## src/rtl/flash_cmd_sequencer_pkg.sv

```systemverilog
// Shared constants and helpers for the flash command sequencer:
// opcode bytes, descriptor op codes, FSM states and word-count decode.
package flash_cmd_pkg;

  localparam logic [7:0] OPC_READ   = 8'hAD;
  localparam logic [7:0] OPC_ERASE  = 8'hAE;
  localparam logic [7:0] OPC_INIT   = 8'hAF;
  localparam logic [7:0] OPC_INFO   = 8'hAC;
  localparam logic [7:0] OPC_LOG    = 8'hA0;
  localparam logic [7:0] OPC_BADBLK = 8'hB0;
  localparam logic [7:0] BB_END_IDX = 8'hFF;

  typedef enum logic [2:0] {
    OP_READ      = 3'd0,
    OP_ERASE     = 3'd1,
    OP_INIT_ADDR = 3'd2,
    OP_INFOPAGE  = 3'd3,
    OP_LOG       = 3'd4
  } op_code_e;

  typedef enum logic [1:0] {
    ST_IDLE,
    ST_COLLECT,
    ST_ISSUE,
    ST_BB2
  } state_e;

  function automatic logic is_flash_opc(input logic [7:0] opc);
    return (opc == OPC_READ) || (opc == OPC_ERASE) || (opc == OPC_INIT) ||
           (opc == OPC_INFO) || (opc == OPC_LOG);
  endfunction

  function automatic op_code_e opc2code(input logic [7:0] opc);
    case (opc)
      OPC_ERASE: return OP_ERASE;
      OPC_INIT:  return OP_INIT_ADDR;
      OPC_INFO:  return OP_INFOPAGE;
      OPC_LOG:   return OP_LOG;
      default:   return OP_READ;
    endcase
  endfunction

  // Number of 32-bit words making up one command; aw = address words.
  function automatic logic [4:0] opc_words(input logic [7:0] opc, input int aw);
    case (opc)
      OPC_ERASE:          return 5'(2 * aw);
      OPC_READ, OPC_INIT: return 5'(aw);
      OPC_INFO, OPC_LOG:  return 5'd1;
      default:            return 5'd0;
    endcase
  endfunction

endpackage

```

## src/rtl/flash_cmd_sequencer_if.sv

```systemverilog
// Host command link, flash engine descriptor link, bad-block RAM port and
// status for the flash command sequencer. slave = sequencer side.
interface flash_cmd_sequencer_if #(
  parameter int ROW_W     = 24,
  parameter int NUM_CH    = 4,
  parameter int BB_ADDR_W = 9
);
  localparam int CH_W = (NUM_CH > 1) ? $clog2(NUM_CH) : 1;

  logic [31:0]          cmd_word;
  logic                 cmd_valid;
  logic                 cmd_ready;
  logic                 op_valid;
  logic                 op_ready;
  logic [2:0]           op_code;
  logic [CH_W-1:0]      op_ch;
  logic [ROW_W-1:0]     op_addr_a;
  logic [ROW_W-1:0]     op_addr_b;
  logic [NUM_CH-1:0]    op_done;
  logic [NUM_CH-1:0]    ch_busy;
  logic                 bb_we;
  logic [BB_ADDR_W-1:0] bb_addr;
  logic [7:0]           bb_data;
  logic                 bb_done;
  logic                 err_seq;
  logic [7:0]           err_cnt;
  logic                 cmd_incomplete;

  modport master (
    output cmd_word, cmd_valid, op_ready, op_done,
    input  cmd_ready, op_valid, op_code, op_ch, op_addr_a, op_addr_b, ch_busy,
           bb_we, bb_addr, bb_data, bb_done, err_seq, err_cnt, cmd_incomplete
  );

  modport slave (
    input  cmd_word, cmd_valid, op_ready, op_done,
    output cmd_ready, op_valid, op_code, op_ch, op_addr_a, op_addr_b, ch_busy,
           bb_we, bb_addr, bb_data, bb_done, err_seq, err_cnt, cmd_incomplete
  );
endinterface

```

## src/rtl/flash_cmd_sequencer_watchdog.sv

```systemverilog
// Inter-word timeout counter. Counts enabled, uncleared cycles and pulses
// o_expire on the LIMIT-th one; a clear in the same cycle suppresses expiry.
module flash_cmd_watchdog #(
  parameter int LIMIT = 16
) (
  input  logic clk,
  input  logic rst_n,
  input  logic i_en,
  input  logic i_clr,
  output logic o_expire
);
  localparam int CW = $clog2(LIMIT + 1);

  logic [CW-1:0] r_cnt;

  assign o_expire = i_en & ~i_clr & (r_cnt == CW'(LIMIT - 1));

  // idle-cycle counter, restarts on clear, disable or expiry
  always_ff @(posedge clk or negedge rst_n) begin
    if (!rst_n)                          r_cnt <= '0;
    else if (i_clr || !i_en || o_expire) r_cnt <= '0;
    else                                 r_cnt <= r_cnt + 1'b1;
  end
endmodule

```

## src/rtl/flash_cmd_sequencer.sv

```systemverilog
// Flash command sequencer: assembles multi-word host commands into flash
// operation descriptors, issues them per channel with busy tracking, and
// streams bad-block table writes. Optional feature macro:
// FLASH_CMD_TIMEOUT_EN enables the inter-word timeout and cmd_incomplete.
module flash_cmd_sequencer
  import flash_cmd_pkg::*;
#(
  parameter int ROW_W       = 24,
  parameter int NUM_CH      = 4,
  parameter int TIMEOUT_CYC = 2400000,
  parameter int BB_ADDR_W   = 9
) (
  input logic                 clk,
  input logic                 rst_n,
  flash_cmd_sequencer_if.slave bus
);
  localparam int             AW      = (ROW_W + 15) / 16;
  localparam int             NB      = ROW_W / 8;
  localparam int             CH_W    = (NUM_CH > 1) ? $clog2(NUM_CH) : 1;
  localparam logic [3:0]     AW4     = 4'(AW);
  localparam logic [4:0]     NUM_CH5 = 5'(NUM_CH);

  if (ROW_W < 8 || ROW_W > 32 || (ROW_W % 8) != 0 || NUM_CH < 1 ||
      NUM_CH > 16 || TIMEOUT_CYC < 1) begin : g_bad_param
    $error("flash_cmd_sequencer: illegal parameter set");
  end

  state_e               r_state, w_state_nxt;
  logic [7:0]           r_opc;
  logic [CH_W-1:0]      r_ch;
  logic [3:0]           r_k;
  logic [ROW_W-1:0]     r_addr_a, r_addr_b;
  logic [NUM_CH-1:0]    r_busy;
  logic [7:0]           r_err_cnt;
  logic                 r_err_seq, r_bb_done;
  logic                 r_bb_we;
  logic [BB_ADDR_W-1:0] r_bb_addr;
  logic [7:0]           r_bb_data, r_bb_idx, r_bb_lo;

  logic [7:0]      w_opc, w_idx;
  logic [15:0]     w_pay;
  logic [3:0]      w_k;
  logic [CH_W-1:0] w_ch;
  logic w_cmd_ready, w_acc, w_ch_ok, w_start, w_single, w_cont, w_last;
  logic w_load, w_merge, w_err, w_bb_wr, w_bb_end, w_fire, w_op_valid;
  logic w_expire;

  // Places one payload word (word number wk within an address) into the
  // address: byte 2k in addr[16k+:8], byte 2k+1 above it; bytes past ROW_W drop.
  function automatic logic [ROW_W-1:0] put_word(input logic [ROW_W-1:0] a,
                                                input logic [3:0] wk,
                                                input logic [15:0] p);
    logic [ROW_W-1:0] r;
    r = a;
    for (int b = 0; b < NB; b++)
      if (b / 2 == int'(wk)) r[8*b +: 8] = (b % 2 == 0) ? p[15:8] : p[7:0];
    return r;
  endfunction

  assign w_opc       = bus.cmd_word[31:24];
  assign w_idx       = bus.cmd_word[23:16];
  assign w_pay       = bus.cmd_word[15:0];
  assign w_k         = w_idx[3:0];
  assign w_ch        = w_idx[4 +: CH_W];
  assign w_ch_ok     = {1'b0, w_idx[7:4]} < NUM_CH5;
  assign w_cmd_ready = (r_state == ST_IDLE) || (r_state == ST_COLLECT);
  assign w_acc       = bus.cmd_valid & w_cmd_ready;
  assign w_start     = is_flash_opc(w_opc) & (w_k == 4'd0) & w_ch_ok;
  assign w_single    = opc_words(w_opc, AW) == 5'd1;
  assign w_cont      = (w_opc == r_opc) & w_ch_ok & (w_ch == r_ch) & (w_k == r_k);
  assign w_last      = ({1'b0, r_k} + 5'd1) == opc_words(r_opc, AW);
  assign w_op_valid  = (r_state == ST_ISSUE) & ~r_busy[r_ch];

  // next state, word classification and error detection
  always_comb begin
    w_state_nxt = r_state;
    w_load      = 1'b0;
    w_merge     = 1'b0;
    w_err       = 1'b0;
    w_bb_wr     = 1'b0;
    w_bb_end    = 1'b0;
    w_fire      = 1'b0;
    case (r_state)
      ST_IDLE: if (w_acc) begin
        if (w_opc == OPC_BADBLK) begin
          if (w_idx == BB_END_IDX) w_bb_end = 1'b1;
          else begin
            w_bb_wr     = 1'b1;
            w_state_nxt = ST_BB2;
          end
        end else if (w_start) begin
          w_load      = 1'b1;
          w_state_nxt = w_single ? ST_ISSUE : ST_COLLECT;
        end else begin
          w_err = 1'b1;
        end
      end
      ST_COLLECT: if (w_acc) begin
        if (w_cont) begin
          w_merge = 1'b1;
          if (w_last) w_state_nxt = ST_ISSUE;
        end else begin
          // a bad word that is itself a clean start opens a new command
          w_err = 1'b1;
          if (w_start) begin
            w_load      = 1'b1;
            w_state_nxt = w_single ? ST_ISSUE : ST_COLLECT;
          end else begin
            w_state_nxt = ST_IDLE;
          end
        end
      end else if (w_expire) begin
        w_state_nxt = ST_IDLE;
      end
      ST_ISSUE: begin
        w_fire = w_op_valid & bus.op_ready;
        if (w_fire) w_state_nxt = ST_IDLE;
      end
      ST_BB2:  w_state_nxt = ST_IDLE;
      default: w_state_nxt = ST_IDLE;
    endcase
  end

  // state register and error status
  always_ff @(posedge clk or negedge rst_n) begin
    if (!rst_n) begin
      r_state   <= ST_IDLE;
      r_err_seq <= 1'b0;
      r_err_cnt <= '0;
      r_bb_done <= 1'b0;
    end else begin
      r_state   <= w_state_nxt;
      r_err_seq <= w_err;
      r_bb_done <= w_bb_end;
      if (w_err && r_err_cnt != 8'hFF) r_err_cnt <= r_err_cnt + 8'd1;
    end
  end

  // descriptor assembly; fields hold while ISSUE waits for op_ready
  always_ff @(posedge clk or negedge rst_n) begin
    if (!rst_n) begin
      r_opc    <= '0;
      r_ch     <= '0;
      r_k      <= '0;
      r_addr_a <= '0;
      r_addr_b <= '0;
    end else if (w_load) begin
      r_opc    <= w_opc;
      r_ch     <= w_ch;
      r_k      <= 4'd1;
      r_addr_a <= put_word('0, 4'd0, w_pay);
      r_addr_b <= '0;
    end else if (w_merge) begin
      r_k <= r_k + 4'd1;
      if (r_k < AW4) r_addr_a <= put_word(r_addr_a, r_k, w_pay);
      else           r_addr_b <= put_word(r_addr_b, r_k - AW4, w_pay);
    end
  end

  for (genvar c = 0; c < NUM_CH; c++) begin : g_busy
    // channel ownership: issue sets, op_done clears, set wins a tie
    always_ff @(posedge clk or negedge rst_n) begin
      if (!rst_n)                               r_busy[c] <= 1'b0;
      else if (w_fire && r_ch == CH_W'(c))      r_busy[c] <= 1'b1;
      else if (bus.op_done[c])                  r_busy[c] <= 1'b0;
    end
  end

  // bad-block RAM writes: high byte on accept, low byte from BB2
  always_ff @(posedge clk or negedge rst_n) begin
    if (!rst_n) begin
      r_bb_we   <= 1'b0;
      r_bb_addr <= '0;
      r_bb_data <= '0;
      r_bb_idx  <= '0;
      r_bb_lo   <= '0;
    end else if (w_bb_wr) begin
      r_bb_we   <= 1'b1;
      r_bb_addr <= BB_ADDR_W'({w_idx, 1'b0});
      r_bb_data <= w_pay[15:8];
      r_bb_idx  <= w_idx;
      r_bb_lo   <= w_pay[7:0];
    end else if (r_state == ST_BB2) begin
      r_bb_we   <= 1'b1;
      r_bb_addr <= BB_ADDR_W'({r_bb_idx, 1'b1});
      r_bb_data <= r_bb_lo;
    end else begin
      r_bb_we   <= 1'b0;
    end
  end

`ifdef FLASH_CMD_TIMEOUT_EN
  logic r_incomplete;

  flash_cmd_watchdog #(.LIMIT(TIMEOUT_CYC)) u_wdog (
    .clk      (clk),
    .rst_n    (rst_n),
    .i_en     (r_state == ST_COLLECT),
    .i_clr    (w_acc),
    .o_expire (w_expire)
  );

  // timed-out flag, held until the next accepted start word
  always_ff @(posedge clk or negedge rst_n) begin
    if (!rst_n)                               r_incomplete <= 1'b0;
    else if (w_load)                          r_incomplete <= 1'b0;
    else if (w_expire && r_state == ST_COLLECT) r_incomplete <= 1'b1;
  end

  assign bus.cmd_incomplete = r_incomplete;
`else
  assign w_expire           = 1'b0;
  assign bus.cmd_incomplete = 1'b0;
`endif

  assign bus.cmd_ready = w_cmd_ready;
  assign bus.op_valid  = w_op_valid;
  assign bus.op_code   = opc2code(r_opc);
  assign bus.op_ch     = r_ch;
  assign bus.op_addr_a = r_addr_a;
  assign bus.op_addr_b = r_addr_b;
  assign bus.ch_busy   = r_busy;
  assign bus.bb_we     = r_bb_we;
  assign bus.bb_addr   = r_bb_addr;
  assign bus.bb_data   = r_bb_data;
  assign bus.bb_done   = r_bb_done;
  assign bus.err_seq   = r_err_seq;
  assign bus.err_cnt   = r_err_cnt;
endmodule

```

## src/flat_wrapper.sv

```systemverilog
// flat-port wrapper written by rule: the top's interface ports become plain ports
module flash_cmd_sequencer_flat import flash_cmd_pkg::*;
#(
  parameter int ROW_W       = 24,
  parameter int NUM_CH      = 4,
  parameter int TIMEOUT_CYC = 2400000,
  parameter int BB_ADDR_W   = 9
)
  (clk, rst_n, bus_cmd_word, bus_cmd_valid, bus_op_ready, bus_op_done, bus_cmd_ready, bus_op_valid, bus_op_code, bus_op_ch, bus_op_addr_a, bus_op_addr_b, bus_ch_busy, bus_bb_we, bus_bb_addr, bus_bb_data, bus_bb_done, bus_err_seq, bus_err_cnt, bus_cmd_incomplete);
  flash_cmd_sequencer_if #(.ROW_W(ROW_W), .NUM_CH(NUM_CH), .BB_ADDR_W(BB_ADDR_W)) bus_i ();
  input logic clk;
  input logic rst_n;
  input wire logic [$bits(bus_i.cmd_word)-1:0] bus_cmd_word;
  input wire logic [$bits(bus_i.cmd_valid)-1:0] bus_cmd_valid;
  input wire logic [$bits(bus_i.op_ready)-1:0] bus_op_ready;
  input wire logic [$bits(bus_i.op_done)-1:0] bus_op_done;
  output wire logic [$bits(bus_i.cmd_ready)-1:0] bus_cmd_ready;
  output wire logic [$bits(bus_i.op_valid)-1:0] bus_op_valid;
  output wire logic [$bits(bus_i.op_code)-1:0] bus_op_code;
  output wire logic [$bits(bus_i.op_ch)-1:0] bus_op_ch;
  output wire logic [$bits(bus_i.op_addr_a)-1:0] bus_op_addr_a;
  output wire logic [$bits(bus_i.op_addr_b)-1:0] bus_op_addr_b;
  output wire logic [$bits(bus_i.ch_busy)-1:0] bus_ch_busy;
  output wire logic [$bits(bus_i.bb_we)-1:0] bus_bb_we;
  output wire logic [$bits(bus_i.bb_addr)-1:0] bus_bb_addr;
  output wire logic [$bits(bus_i.bb_data)-1:0] bus_bb_data;
  output wire logic [$bits(bus_i.bb_done)-1:0] bus_bb_done;
  output wire logic [$bits(bus_i.err_seq)-1:0] bus_err_seq;
  output wire logic [$bits(bus_i.err_cnt)-1:0] bus_err_cnt;
  output wire logic [$bits(bus_i.cmd_incomplete)-1:0] bus_cmd_incomplete;
  assign bus_i.cmd_word = bus_cmd_word;
  assign bus_i.cmd_valid = bus_cmd_valid;
  assign bus_i.op_ready = bus_op_ready;
  assign bus_i.op_done = bus_op_done;
  assign bus_cmd_ready = bus_i.cmd_ready;
  assign bus_op_valid = bus_i.op_valid;
  assign bus_op_code = bus_i.op_code;
  assign bus_op_ch = bus_i.op_ch;
  assign bus_op_addr_a = bus_i.op_addr_a;
  assign bus_op_addr_b = bus_i.op_addr_b;
  assign bus_ch_busy = bus_i.ch_busy;
  assign bus_bb_we = bus_i.bb_we;
  assign bus_bb_addr = bus_i.bb_addr;
  assign bus_bb_data = bus_i.bb_data;
  assign bus_bb_done = bus_i.bb_done;
  assign bus_err_seq = bus_i.err_seq;
  assign bus_err_cnt = bus_i.err_cnt;
  assign bus_cmd_incomplete = bus_i.cmd_incomplete;
  flash_cmd_sequencer #(.ROW_W(ROW_W), .NUM_CH(NUM_CH), .TIMEOUT_CYC(TIMEOUT_CYC), .BB_ADDR_W(BB_ADDR_W)) u_core (.clk(clk), .rst_n(rst_n), .bus(bus_i));
endmodule
```

## config.mk

```make
export PLATFORM = sky130hd
export DESIGN_NAME = flash_cmd_sequencer_flat
export DESIGN_NICKNAME = d
export VERILOG_FILES = /design/src/rtl/flash_cmd_sequencer_pkg.sv /design/src/rtl/flash_cmd_sequencer_if.sv /design/src/rtl/flash_cmd_sequencer_watchdog.sv /design/src/rtl/flash_cmd_sequencer.sv /design/src/flat_wrapper.sv
export SDC_FILE = /design/constraint.sdc
export NUM_CORES = 1
export LEC_CHECK = 0
export BUFFER_PORTS_ARGS = -buffer_cell sky130_fd_sc_hd__buf_4
export CAP_MARGIN = 20
export CELL_PAD_IN_SITES_DETAIL_PLACEMENT = 0
export CELL_PAD_IN_SITES_GLOBAL_PLACEMENT = 1
export CORE_ASPECT_RATIO = 1.1
export CORE_MARGIN = 2
export CORE_UTILIZATION = 37
export DETAILED_ROUTE_END_ITERATION = 8
export PLACE_DENSITY = 0.79
export RECOVER_POWER = 25
export SLEW_MARGIN = 5
export SYNTH_ARGS = -nofsm -noshare
export SYNTH_HDL_FRONTEND = slang
export SYNTH_SLANG_ARGS = --single-unit
```

## constraint.sdc

```tcl
create_clock -name clk -period 2.1 [get_ports clk]
set_input_delay 0.42 -clock clk [delete_from_list [all_inputs] [get_ports clk]]
set_output_delay 0.42 -clock clk [all_outputs]
set_load 0.02 [all_outputs]
```

* Yosys cells after proc, flatten, opt, wreduce, memory -nomap -nowiden *
Index checks and enable logic that the tools add are counted.

word-level totals
  input bits = 40
  flip-flop bits (word level) = 112

cells by class
  bitwise logic cells = 9
  order comparisons = 3
  $add $sub $neg = 4
  reduce and logical (&&, ||, !) cells = 35
  eq/ne operators = 33
  mux-type cells = 68

operators by type and width
  cell                 number
  $mux 24              6
  $eq 8x8->1 const B   12
  $mux 8               8
  $mux 1               33
  $reduce_bool 2->1    11
  $mux 2               10
  $mux 9               2
  $pmux 3 s3           2
  $logic_not 4->1      3
  $pmux 3 s4           1
  $reduce_and 3->1     4
  $add 8x1->8 const B  1
  $and 1x1->1          8
  $eq 2x2->1 const B   4
  $eq 2x4->1 const A   2
  $eq 8x8->1           1
  $mux 4               2
  $ne 8x8->1 const B   1
  $pmux 2 s4           1
  $reduce_or 2->1      4
  $ne 2x1->1 const B   3
  $ne 3x3->1 const B   2
  $reduce_and 6->1     1
  $add 4x1->5 const B  1
  other kinds (18)     29

* Logic depth before layout (Yosys ltp) *
  word-level depth = 13
  mapped depth = 10

* Worst setup path before layout *
OpenSTA, ideal clock, no wires.

  path kind = input-to-reg
  start point = input port bus_cmd_word[24]
  end point = register u_core.r_addr_a[10], in the netlist u_core.bus.op_addr_a[10]
  arrival = 2.328 ns
  path slack = -0.353 ns
  stages = 7
  path through = or4_1 > and2_1 > or3_4 > a211o_4 > nand2_8 > buf_12 > mux2_4

on the way
  longest elaborated chain between the ends = 13

ends and longest elaborated chain
  element                             line                                                   text
  start, declared                     flat_wrapper.sv:13                                     input wire logic [$bits(bus_i.cmd_word)-1:0] bus_cmd_word;
  $eq 8x8->1                          flash_cmd_sequencer_pkg.sv:29                          return (opc == OPC_READ) || (opc == OPC_ERASE) || (opc == OPC_INIT) ||
  $logic_or 1x1->1 (3 in series)      flash_cmd_sequencer_pkg.sv:29
  $logic_or 1x1->1                    flash_cmd_sequencer_pkg.sv:30                          (opc == OPC_INFO) || (opc == OPC_LOG);
  $and 1x1->1 (2 in series)           flash_cmd_sequencer.sv:68                              assign w_start = is_flash_opc(w_opc) & (w_k == 4'd0) & w_ch_ok;
  $mux 1                              flash_cmd_sequencer.sv:91, flash_cmd_sequencer.sv:105
  $mux 1 (on tied branches)           flash_cmd_sequencer.sv:99, flash_cmd_sequencer.sv:85
  $mux 1 (on tied branches)           flash_cmd_sequencer.sv:98, flash_cmd_sequencer.sv:84
  $pmux 1 s2                          flash_cmd_sequencer.sv:83                              case (r_state)
  $reduce_bool 2->1 (no source line)  n/a
  $reduce_and 3->1 (no source line)   n/a
  end signal, assigned                flash_cmd_sequencer.sv:151                             r_addr_a <= put_word('0, 4'd0, w_pay);
  end signal, assigned                flash_cmd_sequencer.sv:155                             if (r_k < AW4) r_addr_a <= put_word(r_addr_a, r_k, w_pay);
  end, declared                       flash_cmd_sequencer.sv:32                              logic [ROW_W-1:0] r_addr_a, r_addr_b;

Several ways; a longest one is shown, not always the timed one.
A chain may end at the register's enable or synchronous reset.

* Final worst setup path *
  start point = input port bus_cmd_word[24]
  end point = register u_core.r_addr_a[3], in the netlist u_core.bus.op_addr_a[3]

Same word-level chain as after synthesis.

==> results.md <==
- The headroom to the max-slew limit is -9.74%.
- The die height is 130 um.
- The area of the mapped netlist is 0.00530 sq mm.
- The achievable frequency is 457 MHz.
- The flow ran to the end, but the final reports show violations.
- The antenna cell count is 0.
- The fraction of registers with async set/reset is 100%.
- The mean post-synth cell area is 10.9 sq um.
- The number of antenna violations at the first check in global routing was 0.
- Along the worst path, the maximum fanout reaches 16.
- The first routing iteration left 193 violations.
- The number of standard-cell rows in the floorplan is 45.
- At the pin with the least slew margin, the transition time is 1650 ps.
- Once the floorplan was initialized, standard cells occupied 38.1% of the core.
- The worst path uses 104% of the clock period.
- The final reports fail on capacitance limit, slew limit, setup timing.
- In the routed layout, each cell is associated on average with a via count of 5.01.
- The number of stages on the worst hold path is 2.
- The sum of routed wire length over all layers is 14.3 mm.
- The signal on the critical path passes through buf_6, or4_4, and2_4, or3_4, a211o_4, nand2_8, mux2_2.
- The insertion delay of the later-clocked pin in the worst-skew pair is 350 ps.
- The H-tree depth is 3.
- The final setup slack of the worst path is -88.5 ps.
- The top cell types in the final layout, fill and taps aside, are 187 x buf_4, 111 x dfrtp_1, 70 x nand2_1.
- The final non-filler cell total is 870.
- Across all hold checks on the routed design, the worst slack comes to 259 ps.
- CTS placed an instance of clkbuf_16 at the clock tree root.
- The cell leakage power is 0.00401 uW.
- Subtracting the final worst setup slack from the clock period gives 2190 ps.
- The worst setup path is of the in2reg kind.
- STA classifies the critical path endpoint as a register.
- Clock-pin slew was measured on the worst setup and hold paths at 70 ps.
- Counting flops and latches in the post-synthesis netlist gives 112.
- The total congestion overflow is 0.
- The type of the most critical hold path is in2reg.
- Yosys mapped a number of flops with a built-in enable equal to 0.
- Ranked by total cell area, the synthesized netlist is headed by dfrtp_1 53%, mux2i_1 8.9%, nand2_1 5.1%.
- The post-detailed-route DRC marker count is 0.
- The overall routing resource usage is 18.9%.
- The clock arrives with 6.76 ps of skew.
- The primary flip-flop cell chosen by synthesis mapping is dfrtp_1.
- The share of final-layout standard cells stronger than drive strength 1 is 39.7%.
- The die area is 0.0153 sq mm.
- The clock tree from TritonCTS is yes.
- Counting both buffers and inverters, the worst setup path holds a total of 1.
- The area growth from synthesis to layout is 40.2%.
- The TritonCTS buffer count is 9.
- The data required time at the worst endpoint is 2340 ps.
- The number of antenna-violating nets in the routed design is 0.
- At the end of routability-driven placement, the weighted congestion stood at 0.856.
- During placement, the flow inserted port buffers numbering 126.
- After detailed placement, the design holds a cell count of 844.
- Before CTS, the worst setup slack after placement is -445 ps.
- The global-route wire length before repair is 22.9 mm.
- The biggest area contributor in the post-synthesis netlist is dfrtp_1.
- The number of sinks on the clock net is 112.
- The total of hold buffers inserted after clock tree synthesis is 0.
- The total area inside the core boundary comes to 0.0139 sq mm.
- The number of filler cells placed in the layout is 1254.
- The largest single stage delay on the critical path is 530 ps.
- The worst path arrival time is 2420 ps.
- The horizontal extent of the die is 118 um.
- The kind of cell with the highest combined delay along the critical path is simple AND/OR/NAND/NOR gates.
- The number of detailed-route iterations in the first pass is 4.
- The synthesized instance count is 485.
- Counting buffers and inverters, the worst setup path is 7 cells deep.
- The worst-case IR drop observed on VDD is 0.408 mV.
- Detailed routing inserted a total of 4361 vias.
- Setup repair after global routing could not meet its margin everywhere.
- The maximum number of buffers from clock root to sink is 2.
- The Yosys step of the flow raised 0 warnings.
- The number of setup violations in the final report is 17.
- The cell with the biggest individual delay on the critical path is or4_4.
- Sequential cells were found to cover 52.9% of the synthesized design area.
- The leading cell type in the layout, fill and taps excluded is buf_4.
- The HPWL after detailed placement is 10.4 mm.
- The post-synth net total is 532.
- The final max-slew violation count is 30.
- The number of nets in the final layout is 725.
- After synthesis, the netlist uses 54 different library cells.
- The power per cell area is 668 mW/mm^2.
- The pin count of the biggest net entering global routing is 63.
- The tool flagged a number of max-cap violations equal to 1.
- The number of global-route vias before repair is 4459.
- The nature of the critical path startpoint is a primary input.
- The area share of the largest cell type after synthesis is 52.9%.
- The number of hold violations in the final report is 0.
- In the final routed layout, each cell accounts on average for 16.4 um.
- The number of primary I/O pins is 128.
- The number of cells on the worst reg-to-reg path is 8.
## flip-flops by register name, indices dropped and copies added (netlist names), 2 cells and up
register              count
u_core.bus.op_addr_b     24
u_core.r_k                4
u_core.bus.op_ch          2
u_core.bus.bb_addr        9
u_core.r_bb_lo            8
u_core.bus.bb_data        8
u_core.bus.ch_busy        4
u_core.r_opc              8
u_core.bus.op_addr_a     24
u_core.bus.err_cnt        8
u_core.r_bb_idx           8
u_core.r_state            2
## routing by layer
metal	wire length (um)	up-vias	share of wire, %	track usage (%)
met3	1240	22	8.6	6.87
met1	6180	2134	43	23.6
li1	-	2052	-	-
met4	265	0	1.9	6.31
met2	6630	153	46	30.5
met5	0	-	0	0
## path summary, 6_finish.rpt
kind                                   startpoint                        to  slack (ps)
worst min register to register  u_core.r_bb_lo[6]         u_core.r_bb_lo[6]         480
min in group asynchronous                   rst_n           u_core.r_opc[0]         480
worst max-delay path             bus_cmd_word[24]   u_core.bus.op_addr_a[3]         -90
worst min-delay path               bus_op_done[1]     u_core.bus.ch_busy[1]         260
worst max register to register    u_core.r_opc[4]  u_core.bus.op_addr_a[10]         -10
max in group asynchronous                   rst_n     u_core.bus.bb_addr[0]         340
## Yosys cell counts (6+ instances only)
cell,instances
nand2_1,72
buf_2,6
mux2_2,10
dfrtp_1,112
nand3_1,15
o21ai_0,8
mux2_4,15
nand4_1,12
mux2i_1,47
nor2_1,56
ha_1,7
clkbuf_1,12
a21oi_1,14
inv_1,13
xnor2_1,20
## per-stage QoR
stage,instance area (sq um),setup TNS [ps],total power [uW],util [%]
global placement,6940,-17860,3340,49.9
CTS,7280,-335,5000,52.4
floorplan,5350,-5950,2870,-
finish,7430,-923,4970,53.5
global route,7430,-2800,5170,53.5
detailed placement,6940,-20360,3360,49.9
## cell families (layout without fill, tap and decap cells)
family,Yosys count,in the layout,synth area share (%)
adder cells (fa/ha/maj),7,7,1.65
flip-flops,112,112,52.9
AO/OA/AOI/OAI,45,45,5.78
multiplexers,73,73,15.7
AND/OR/NAND/NOR,189,189,16.9
buffers and inverters,34,231,3.07
XOR/XNOR,24,24,3.97
other,1,1,0.0707
## where the power goes
group | switching (uW) | internal, uW | leakage (uW)
combinational | 483 | 410 | 0.00241
sequential | 136 | 2310 | 0.00146
clock | 803 | 831 | 0.000135
total | 1420 | 3550 | 0.00401
## area by class of cell
class                           instances  area, sq um  share of cell area, %
Timing Repair Buffer                  203         1610                   21.6
Multi-Input combinational cell        339         2470                   33.2
Inverter                               13         48.8                  0.656
Clock inverter                          5         31.3                  0.421
Sequential cell                       112         2800                   37.7
Tap cell                              188          235                   3.16
Clock buffer                           10          239                   3.21
## timing repair
action                     CTS  global route
pin swaps                    4            16
setup endpoints to repair   26            56
gates resized for setup     15            19
setup buffers                2            10
No activity file was read; power rests on OpenSTA's default activity.
